## src/rtl/issue_ex_ctrl.sv

```systemverilog
// Issue-side driver of the issue/execute interface: in-order queue, functional-unit select, registered strobes.
// Build option: define ISSUE_BYPASS_EN to let a packet skip the empty queue and issue one edge after it is offered.
`ifndef NUM_FU_ALU
`define NUM_FU_ALU 3
`endif
`ifndef NUM_FU_MULT
`define NUM_FU_MULT 2
`endif
`ifndef NUM_FU_BRANCH
`define NUM_FU_BRANCH 2
`endif
`ifndef MAX_FU_INDEX
`define MAX_FU_INDEX 2
`endif
`ifndef NOP
`define NOP 32'h0000_0013
`endif
`ifndef ZERO_REG
`define ZERO_REG 5'd0
`endif

package issue_ex_pkg;
  localparam logic [3:0] ALU_ADD = 4'd0;
  localparam logic [3:0] ALU_SUB = 4'd1;

  localparam logic [2:0] FT_ALU    = 3'd0;
  localparam logic [2:0] FT_MULT   = 3'd1;
  localparam logic [2:0] FT_BRANCH = 3'd2;
  localparam logic [2:0] FT_LOAD   = 3'd3;
  localparam logic [2:0] FT_STORE  = 3'd4;

  typedef struct packed {
    logic [31:0] inst;
    logic [31:0] npc;
    logic [31:0] rs1_value;
    logic [31:0] rs2_value;
    logic [4:0]  dest_reg;
    logic [3:0]  alu_func;
    logic [2:0]  function_type;
    logic        valid;
  } IS_EX_PACKET;

  function automatic IS_EX_PACKET nop_packet();
    IS_EX_PACKET p;
    p          = '0;
    p.inst     = `NOP;
    p.dest_reg = `ZERO_REG;
    p.alu_func = ALU_ADD;
    return p;
  endfunction
endpackage

module issue_ex_ctrl
  import issue_ex_pkg::*;
#(
  parameter int QUEUE_DEPTH = 4,
  parameter int CNT_W       = 16
) (
  input  logic                           clock,
  input  logic                           reset,
  input  logic                           flush,
  input  logic                           in_valid,
  input  IS_EX_PACKET                    in_packet,
  output logic                           in_ready,
  input  logic [`NUM_FU_ALU-1:0]         free_alu,
  input  logic [`NUM_FU_MULT-1:0]        free_mult,
  input  logic [`NUM_FU_BRANCH-1:0]      free_branch,
  output IS_EX_PACKET                    is_ex_reg,
  output logic                           alu_en,
  output logic                           mult_en,
  output logic                           branch_en,
  output logic [`MAX_FU_INDEX-1:0]       issue_fu_index,
  output logic                           bad_type,
  output logic [$clog2(QUEUE_DEPTH):0]   count,
  output logic [CNT_W-1:0]               stall_cycles
);
  localparam int PTR_W = $clog2(QUEUE_DEPTH);
  localparam int CW    = PTR_W + 1;
  localparam int FU_W  = `MAX_FU_INDEX;

  IS_EX_PACKET queue_mem [QUEUE_DEPTH];
  logic [PTR_W-1:0] head_reg, tail_reg;
  logic [CW-1:0]    count_reg;
  logic [CNT_W-1:0] stall_reg;
  logic [`NUM_FU_MULT-1:0] mult_pending_reg;
  IS_EX_PACKET      pkt_reg;
  logic             alu_en_reg, mult_en_reg, branch_en_reg, bad_type_reg;
  logic [FU_W-1:0]  fu_index_reg;

  logic        head_valid;
  IS_EX_PACKET head_pkt, cand_pkt, issue_pkt;
  logic        alu_hit, mult_hit, br_hit;
  logic [FU_W-1:0] alu_idx, mult_idx, br_idx, unit_idx;
  logic        cls_alu, cls_mult, cls_br, cls_ok, unit_hit;
  logic        do_issue, do_pop, do_push, do_bad, do_stall, bypass_take;
  logic [`NUM_FU_MULT-1:0] avail_mult, mult_set;

  assign head_valid = (count_reg != '0);
  assign in_ready   = (count_reg < CW'(QUEUE_DEPTH));
  assign head_pkt   = queue_mem[head_reg];

`ifdef ISSUE_BYPASS_EN
  assign cand_pkt = head_valid ? head_pkt : in_packet;
`else
  assign cand_pkt = head_pkt;
`endif

  // A mult unit stays reserved until stage_ex has visibly dropped its free bit.
  assign avail_mult = free_mult & ~mult_pending_reg;

  always_comb begin
    alu_hit  = 1'b0;
    alu_idx  = '0;
    mult_hit = 1'b0;
    mult_idx = '0;
    br_hit   = 1'b0;
    br_idx   = '0;
    for (int k = `NUM_FU_ALU - 1; k >= 0; k--) begin
      if (free_alu[k]) begin
        alu_hit = 1'b1;
        alu_idx = FU_W'(k);
      end
    end
    for (int k = `NUM_FU_MULT - 1; k >= 0; k--) begin
      if (avail_mult[k]) begin
        mult_hit = 1'b1;
        mult_idx = FU_W'(k);
      end
    end
    for (int k = `NUM_FU_BRANCH - 1; k >= 0; k--) begin
      if (free_branch[k]) begin
        br_hit = 1'b1;
        br_idx = FU_W'(k);
      end
    end
  end

  always_comb begin
    cls_alu  = (cand_pkt.function_type == FT_ALU);
    cls_mult = (cand_pkt.function_type == FT_MULT);
    cls_br   = (cand_pkt.function_type == FT_BRANCH);
    cls_ok   = cls_alu | cls_mult | cls_br;
    unit_hit = (cls_alu & alu_hit) | (cls_mult & mult_hit) | (cls_br & br_hit);
    unit_idx = cls_mult ? mult_idx : (cls_br ? br_idx : alu_idx);
    issue_pkt       = cand_pkt;
    issue_pkt.valid = 1'b1;
  end

  always_comb begin
    do_issue    = 1'b0;
    do_pop      = 1'b0;
    do_bad      = 1'b0;
    do_stall    = 1'b0;
    bypass_take = 1'b0;
    if (head_valid) begin
      if (!cls_ok) begin
        do_pop = 1'b1;
        do_bad = 1'b1;
      end else if (unit_hit) begin
        do_pop   = 1'b1;
        do_issue = 1'b1;
      end else begin
        do_stall = 1'b1;
      end
    end
`ifdef ISSUE_BYPASS_EN
    else if (in_valid && cls_ok && unit_hit) begin
      do_issue    = 1'b1;
      bypass_take = 1'b1;
    end
`endif
    do_push = in_valid && in_ready && !bypass_take;
  end

  for (genvar gi = 0; gi < `NUM_FU_MULT; gi++) begin : g_mult_set
    assign mult_set[gi] = do_issue && cls_mult && (unit_idx == FU_W'(gi));
  end

  always_ff @(posedge clock) begin
    if (do_push && !reset && !flush) begin
      queue_mem[tail_reg] <= in_packet;
    end
  end

  always_ff @(posedge clock) begin
    if (reset || flush) begin
      head_reg         <= '0;
      tail_reg         <= '0;
      count_reg        <= '0;
      alu_en_reg       <= 1'b0;
      mult_en_reg      <= 1'b0;
      branch_en_reg    <= 1'b0;
      bad_type_reg     <= 1'b0;
      fu_index_reg     <= '0;
      pkt_reg          <= nop_packet();
      mult_pending_reg <= '0;
    end else begin
      if (do_push) tail_reg <= tail_reg + 1'b1;
      if (do_pop)  head_reg <= head_reg + 1'b1;
      count_reg        <= count_reg + CW'(do_push) - CW'(do_pop);
      alu_en_reg       <= do_issue && cls_alu;
      mult_en_reg      <= do_issue && cls_mult;
      branch_en_reg    <= do_issue && cls_br;
      bad_type_reg     <= do_bad;
      fu_index_reg     <= do_issue ? unit_idx : '0;
      pkt_reg          <= do_issue ? issue_pkt : nop_packet();
      mult_pending_reg <= (mult_pending_reg & free_mult) | mult_set;
    end
  end

  // Flush leaves the stall statistic intact; only reset clears it.
  always_ff @(posedge clock) begin
    if (reset) begin
      stall_reg <= '0;
    end else if (!flush && do_stall && (stall_reg != '1)) begin
      stall_reg <= stall_reg + 1'b1;
    end
  end

  assign is_ex_reg      = pkt_reg;
  assign alu_en         = alu_en_reg;
  assign mult_en        = mult_en_reg;
  assign branch_en      = branch_en_reg;
  assign issue_fu_index = fu_index_reg;
  assign bad_type       = bad_type_reg;
  assign count          = count_reg;
  assign stall_cycles   = stall_reg;
endmodule

```

## config.mk

```make
export PLATFORM = sky130hd
export DESIGN_NAME = issue_ex_ctrl
export DESIGN_NICKNAME = d
export VERILOG_FILES = /design/src/rtl/issue_ex_ctrl.sv
export SDC_FILE = /design/constraint.sdc
export NUM_CORES = 1
export LEC_CHECK = 0
export ABC_AREA = 1
export ABC_CLOCK_PERIOD_IN_PS = 14770
export BUFFER_PORTS_ARGS = -buffer_cell sky130_fd_sc_hd__buf_2
export CAP_MARGIN = 20
export CORE_MARGIN = 1.5
export CORE_UTILIZATION = 60
export DETAILED_ROUTE_END_ITERATION = 10
export HOLD_SLACK_MARGIN = 0.03
export PLACE_DENSITY = 0.88
export SETUP_SLACK_MARGIN = 0.1
export SLEW_MARGIN = 15
export SYNTH_ARGS = -nofsm -noshare
export SYNTH_HDL_FRONTEND = slang
export SYNTH_SLANG_ARGS = --single-unit
```

## constraint.sdc

```tcl
create_clock -name clock -period 14.77 [get_ports clock]
set_input_delay 1.477 -clock clock [delete_from_list [all_inputs] [get_ports clock]]
set_output_delay 1.477 -clock clock [all_outputs]
set_load 0.005 [all_outputs]
```

# After elaboration in Yosys (flattened, before gate mapping)
# Memories as Yosys holds them, arrays and structs flattened. A register that Yosys moved wholly into a read port is not among the register bits.
# Index checks and enable logic that the tools add are counted.
# word_totals
register_bits	172
latch_bits	0
ramBits	564
mem_bits_ro	0
in_bits	152
output_inout_bits	167
memories	1
# mem_list
memory	words	word_bits	read_ports	rd_clocked_by_memory_dff	wr	line_no	rtl
queue_mem	4	141	1	1	1	81	IS_EX_PACKET queue_mem [QUEUE_DEPTH];
# op_classes
addsub	5
n_mul	0
div	0
n_lt_le_gt_ge	1
eq_ne	4
shift	0
mux	30
bitwise	13
reduce_logical	18
# op_table
cell	n
$mux W1	21
$mux W2	9
$add A16 B1 Y16 const B	1
$ne A16 B16 Y1 const B	1
$logic_and A1 B1 Y1	10
$add A2 B1 Y2 const B	2
$and A2 B2 Y2	2
$or A1 B1 Y1	4
$reduce_or A2 Y1	2
$add A3 B1 Y3	1
$and A1 B1 Y1	3
$eq A3 B1 Y1 const B	1
$eq A3 B2 Y1 const B	1
$logic_not A3 Y1	1
$lt A3 B3 Y1 const B	1
$reduce_bool A3 Y1	1
$sub A3 B1 Y3	1
$eq A2 B1 Y1 const B	1
$logic_not A1 Y1	2
$logic_not A2 Y1	1
$not A1 Y1	2
$not A2 Y2	1
$or A2 B2 Y2	1
$logic_or A1 B1 Y1	1

# Logic depth before layout (Yosys ltp)
# depth
word_depth	13
depth_mapped	17
depth_no_buf	17

# Least setup slack after synthesis
# No wires, ideal clock.
# synth_timing
path_type	input port to flip-flop
from	in reset
to	mem queue_mem[0][100] (netlist name) (enable)
t_arrival_ns	7.861
required_time_ns	14.128
setup_slack_ns	6.267
cell_stages	3
cell_sequence	nor2_1 nand3_1 nor2_1
# synth_via
elab_chain_len	5
# synth_lines
item	line_no	rtl
start, declared	60	input logic reset,
$logic_not A1 Y1	180	if (do_push && !reset && !flush) begin
$logic_and A1 B1 Y1 (2 in a row)	180	
$mux W1	180	
$mux W1 (implied by the code)	181	queue_mem[tail_reg] <= in_packet;
end, declared	81	
# No other way between the ends.

==> results by stage <==
Logic synthesis:
- The area fraction in and, or, nand and nor cells after synthesis is 11.0%.
- In this run, synthesis produced a sequential element count of around 730.
- The area of the mapped netlist is around 27000 um^2.
- The yosys synthesis warning count is 0.
- The synthesized design devotes to its leading area cell type roughly 63% of total area.
- The dominant combinational cell family by area after synthesis is simple AND/OR/NAND/NOR gates.
- Synthesis handed over a netlist of ~2100 instances.
- The synthesized netlist devotes 9.23% of its cell area to compound gates.
- Yosys mapped the design onto 29 distinct sky130hd cell types.
- Of the total synthesized cell area, the portion taken by XOR and XNOR cells is less than 1%.
- For this run, the register share of the synthesized area comes to ~76%.
- A synthesized cell averages roughly 13 um^2.
- Of all cell types, the one taking the most synthesized area is sky130_fd_sc_hd__edfxtp_1.
- Synthesis produced a netlist with a net count of ~2300.
- By area the synthesized netlist is led by sky130_fd_sc_hd__edfxtp_1, sky130_fd_sc_hd__dfxtp_1, sky130_fd_sc_hd__nor2_1.
- The arithmetic-cell share of the synthesized area counting full adders, half adders and majority gates is 0.404%.
- The mux share of post-synthesis cell area is 0%.

GRT:
- Entering global routing, the biggest net connects 184 pins.
- For this run the aggregate overflow at the end of global routing stands at 0.
- The number of global-route vias before repair is 17300.
- The number of antenna violations at the first check in global routing is 20.
- The overall global routing resource usage is 26.4%.
- The wire length of the first global-routing pass is just over 90 mm.

Clocking:
- The insertion delay of the later-clocked pin in the worst-skew pair is 610 ps.
- In this run, post-CTS repair resized a total of 0 instances.
- The buffer depth of the longest clock path is 3.
- The clock slew seen by the registers of the worst setup and hold paths is 60 ps.
- In this run the post-CTS setup repair buffer count came out at 0.
- The tree built by TritonCTS fans out to 734 sinks.
- The CTS buffer count is 71.
- The root buffer cell is sky130_fd_sc_hd__clkbuf_16.
- For this design, the CTS-stage hold fixing added 0 buffers.
- TritonCTS built the clock tree.
- The maximum level of the CTS H-tree is 3.

Cells and area:
- In the layout the commonest cells are sky130_fd_sc_hd__nor2_1, sky130_fd_sc_hd__edfxtp_1, sky130_fd_sc_hd__buf_2.
- Leaving out fill and tap cells, the most frequent cell in the layout is sky130_fd_sc_hd__nor2_1.
- Compared with the post-synthesis result, the final layout area differs by 16.6%.
- The number of flip-flops in the largest register is 560.
- The fraction of the core area covered by cells at the end of the flow is 70.5%.
- The number of nets in the finished design is around 2600.
- The finished cells cover 31100 um^2.
- The share of post-route cells with drive strength above 1 is between 20% and 30%.

Floorplanning:
- The die area is roughly 46000 um^2.
- The core box area is roughly 44000 um^2.
- The vertical extent of the die is around 210 um.
- The I/O pin total is around 320.
- The chip width is between 200 and 250 um.
- The starting density of the core is 60.5%.
- After floorplanning, the core was divided into 77 placement rows.

Power and ir drop:
- Summed over all cells, the static leakage comes to 11.3 nW.
- IR analysis of the VDD net gives a maximum drop of around 130 uV.
- The ratio of total power to cell area is around 140 nW/um^2.

Setup path:
- In this design, the critical path's most frequently occurring cell is sky130_fd_sc_hd__inv_1.
- Along the worst path, the maximum fanout reaches approximately 180.
- Among cell families on the critical path, the largest total delay comes from simple AND/OR/NAND/NOR gates.
- The type of the setup path with the least slack is reg2reg.
- Among all stages on the critical path, the largest delay is contributed by sky130_fd_sc_hd__dfxtp_4.
- STA classifies the critical path endpoint as a flop.
- Traced cell by cell, the critical path runs through buf_12 > inv_8 > nand2_1 > nand3_1 > nand2_1 > nand2_1 > nand2_2 > inv_1 > nor2_4 > nor2_1 > ha_1 > inv_1 > ha_1 > inv_1 > fa_1 > inv_1 > o21ai_0 > a21oi_1.
- Data on the critical path arrives at its endpoint at 5730 ps.
- The required time at the worst-slack endpoint is approximately 15000 ps.
- The critical path buffer and inverter count is 6.
- STA classifies the critical path startpoint as a flop.
- In this design, the stage delay of the slowest critical-path cell is 970 ps.

Routing:
- The detail route stage leaves a number of antenna-violating nets equal to 0.
- For this block, the initial DRC count from the detailed router was 1759.
- For this run, design rule violations remaining after detail routing come to 0.
- The total wire length after detailed routing is approximately 61 mm.
- After detailed routing, the average wire length per cell comes to between 15 and 20 um.
- The first TritonRoute pass finished after 6 iterations.
- The routed layout has around 17000 vias.
- Dividing the detail-routed via count by the number of cells gives ~5.7.

Placed design:
- The detailed placement HPWL is roughly 33 mm.
- After detailed placement, the total cell area comes to roughly 29000 um^2.
- Routability-driven placement finished with a final weighted congestion of between 0.8 and 0.9.
- The count of buffers inserted at the top-level ports is around 320.

STA:
- The max-slew violation count is 0.
- Based on the critical path, the design can be clocked at up to 0.192 GHz.
- After layout, the worst path uses between 30% and 40% of the clock period.
- The final critical-path required period is between 5000 and 6000 ps.
- The largest clock skew in the final design is around 23 ps.
- Setup violations remaining at the end of the flow were counted as 0.
- The headroom to the max-slew limit is a little over a quarter.
- Setup repair after global routing left no endpoint under its margin.
- The hold violation total from the final report came to 0.
- After routing, the total negative slack on setup checks comes to 0 ps.
- The final worst hold slack is 504 ps.
- The worst-margin pin slew is around 1100 ps.

Job:
- The max-capacitance violation count is 0.

Status:
- The run finished with clean final reports.

Min path:
- The kind of path behind the tightest hold check is reg2reg.
-- worst paths after layout --
check / slack (ps) / end / depth (start not counted) / startpoint
max reg2reg: 9570 / count[2]$_SDFF_PP0_ / 18 / flop
max: 9570 / count[2]$_SDFF_PP0_ / 18 / flop
min reg2reg: 500 / is_ex_reg[109]$_SDFF_PP1_ / 2 / queue_mem[3][109]$_DFFE_PP_
min: 500 / is_ex_reg[109]$_SDFF_PP1_ / 2 / queue_mem[3][109]$_DFFE_PP_
-- tightest hold or removal path: stages (launching register included) --
cell                       delay, ps
sky130_fd_sc_hd__edfxtp_1        310
sky130_fd_sc_hd__o21ai_0          70
sky130_fd_sc_hd__o211ai_1         80
-- logic make-up after synthesis --
logic type	after synthesis
AND/OR/NAND/NOR	739
flip-flops	734
AO/OA/AOI/OAI	422
buffers and inverters	188
adder cells (fa/ha/maj)	8
XOR/XNOR	3
other	1
-- through the flow --
step | worst slack [ps] | total power, mW | instances
6_report | 9570 | 4.25 | 3060
5_1_grt | 9270 | 4.37 | 3053
4_1_cts | 9820 | 4.26 | 3044
3_5_place_dp | 9860 | 2.49 | 2912
3_3_place_gp | 9990 | 2.47 | 2912
2_1_floorplan | 6270 | 2.42 | 2095
-- per-layer routing --
metal  part of all wire [%]  global-route usage [%]
met2                     50                    44.5
met5                   0.15                       0
met4                    3.7                    12.7
met1                     37                    31.2
met3                    8.9                    7.56
-- cell usage after synthesis --
library cell                 n
sky130_fd_sc_hd__nand2_2     4
sky130_fd_sc_hd__a21oi_2    90
sky130_fd_sc_hd__inv_2       4
sky130_fd_sc_hd__dfxtp_1   174
sky130_fd_sc_hd__buf_4       5
sky130_fd_sc_hd__nor2_1    593
sky130_fd_sc_hd__nor2_2      1
sky130_fd_sc_hd__ha_1        7
sky130_fd_sc_hd__nor3b_1     1
sky130_fd_sc_hd__o211ai_1    4
sky130_fd_sc_hd__a21oi_1    49
sky130_fd_sc_hd__conb_1      1
sky130_fd_sc_hd__o21ai_0   279
sky130_fd_sc_hd__buf_2      20
sky130_fd_sc_hd__nor2_4      1
sky130_fd_sc_hd__buf_1      29
sky130_fd_sc_hd__nand4_1    36
sky130_fd_sc_hd__inv_1      71
sky130_fd_sc_hd__nand3_1    17
sky130_fd_sc_hd__nand3_2     1
sky130_fd_sc_hd__fa_1        1
sky130_fd_sc_hd__edfxtp_1  560
sky130_fd_sc_hd__or2_2       1
sky130_fd_sc_hd__clkbuf_1   49
sky130_fd_sc_hd__xnor2_1     2
sky130_fd_sc_hd__nor3_1      7
sky130_fd_sc_hd__nand2_1    77
sky130_fd_sc_hd__buf_6      10
sky130_fd_sc_hd__xor2_1      1
-- where the power goes --
group	switching, mW	internal, mW
logic	0.131	0.0541
registers	0.0156	2.25
clock network	0.750	1.05
-- area by class of cell --
cell class,count,area (um^2)
flip-flops and latches,734,20300
fillers,2688,13000
multi-input cells,1173,5570
clock buffers,92,1970
repair buffers,339,1780
well taps,592,741
clock inverters,40,362
inverters,75,292
diodes,15,37.5
Note: power is estimated with default switching activity, not from simulation.
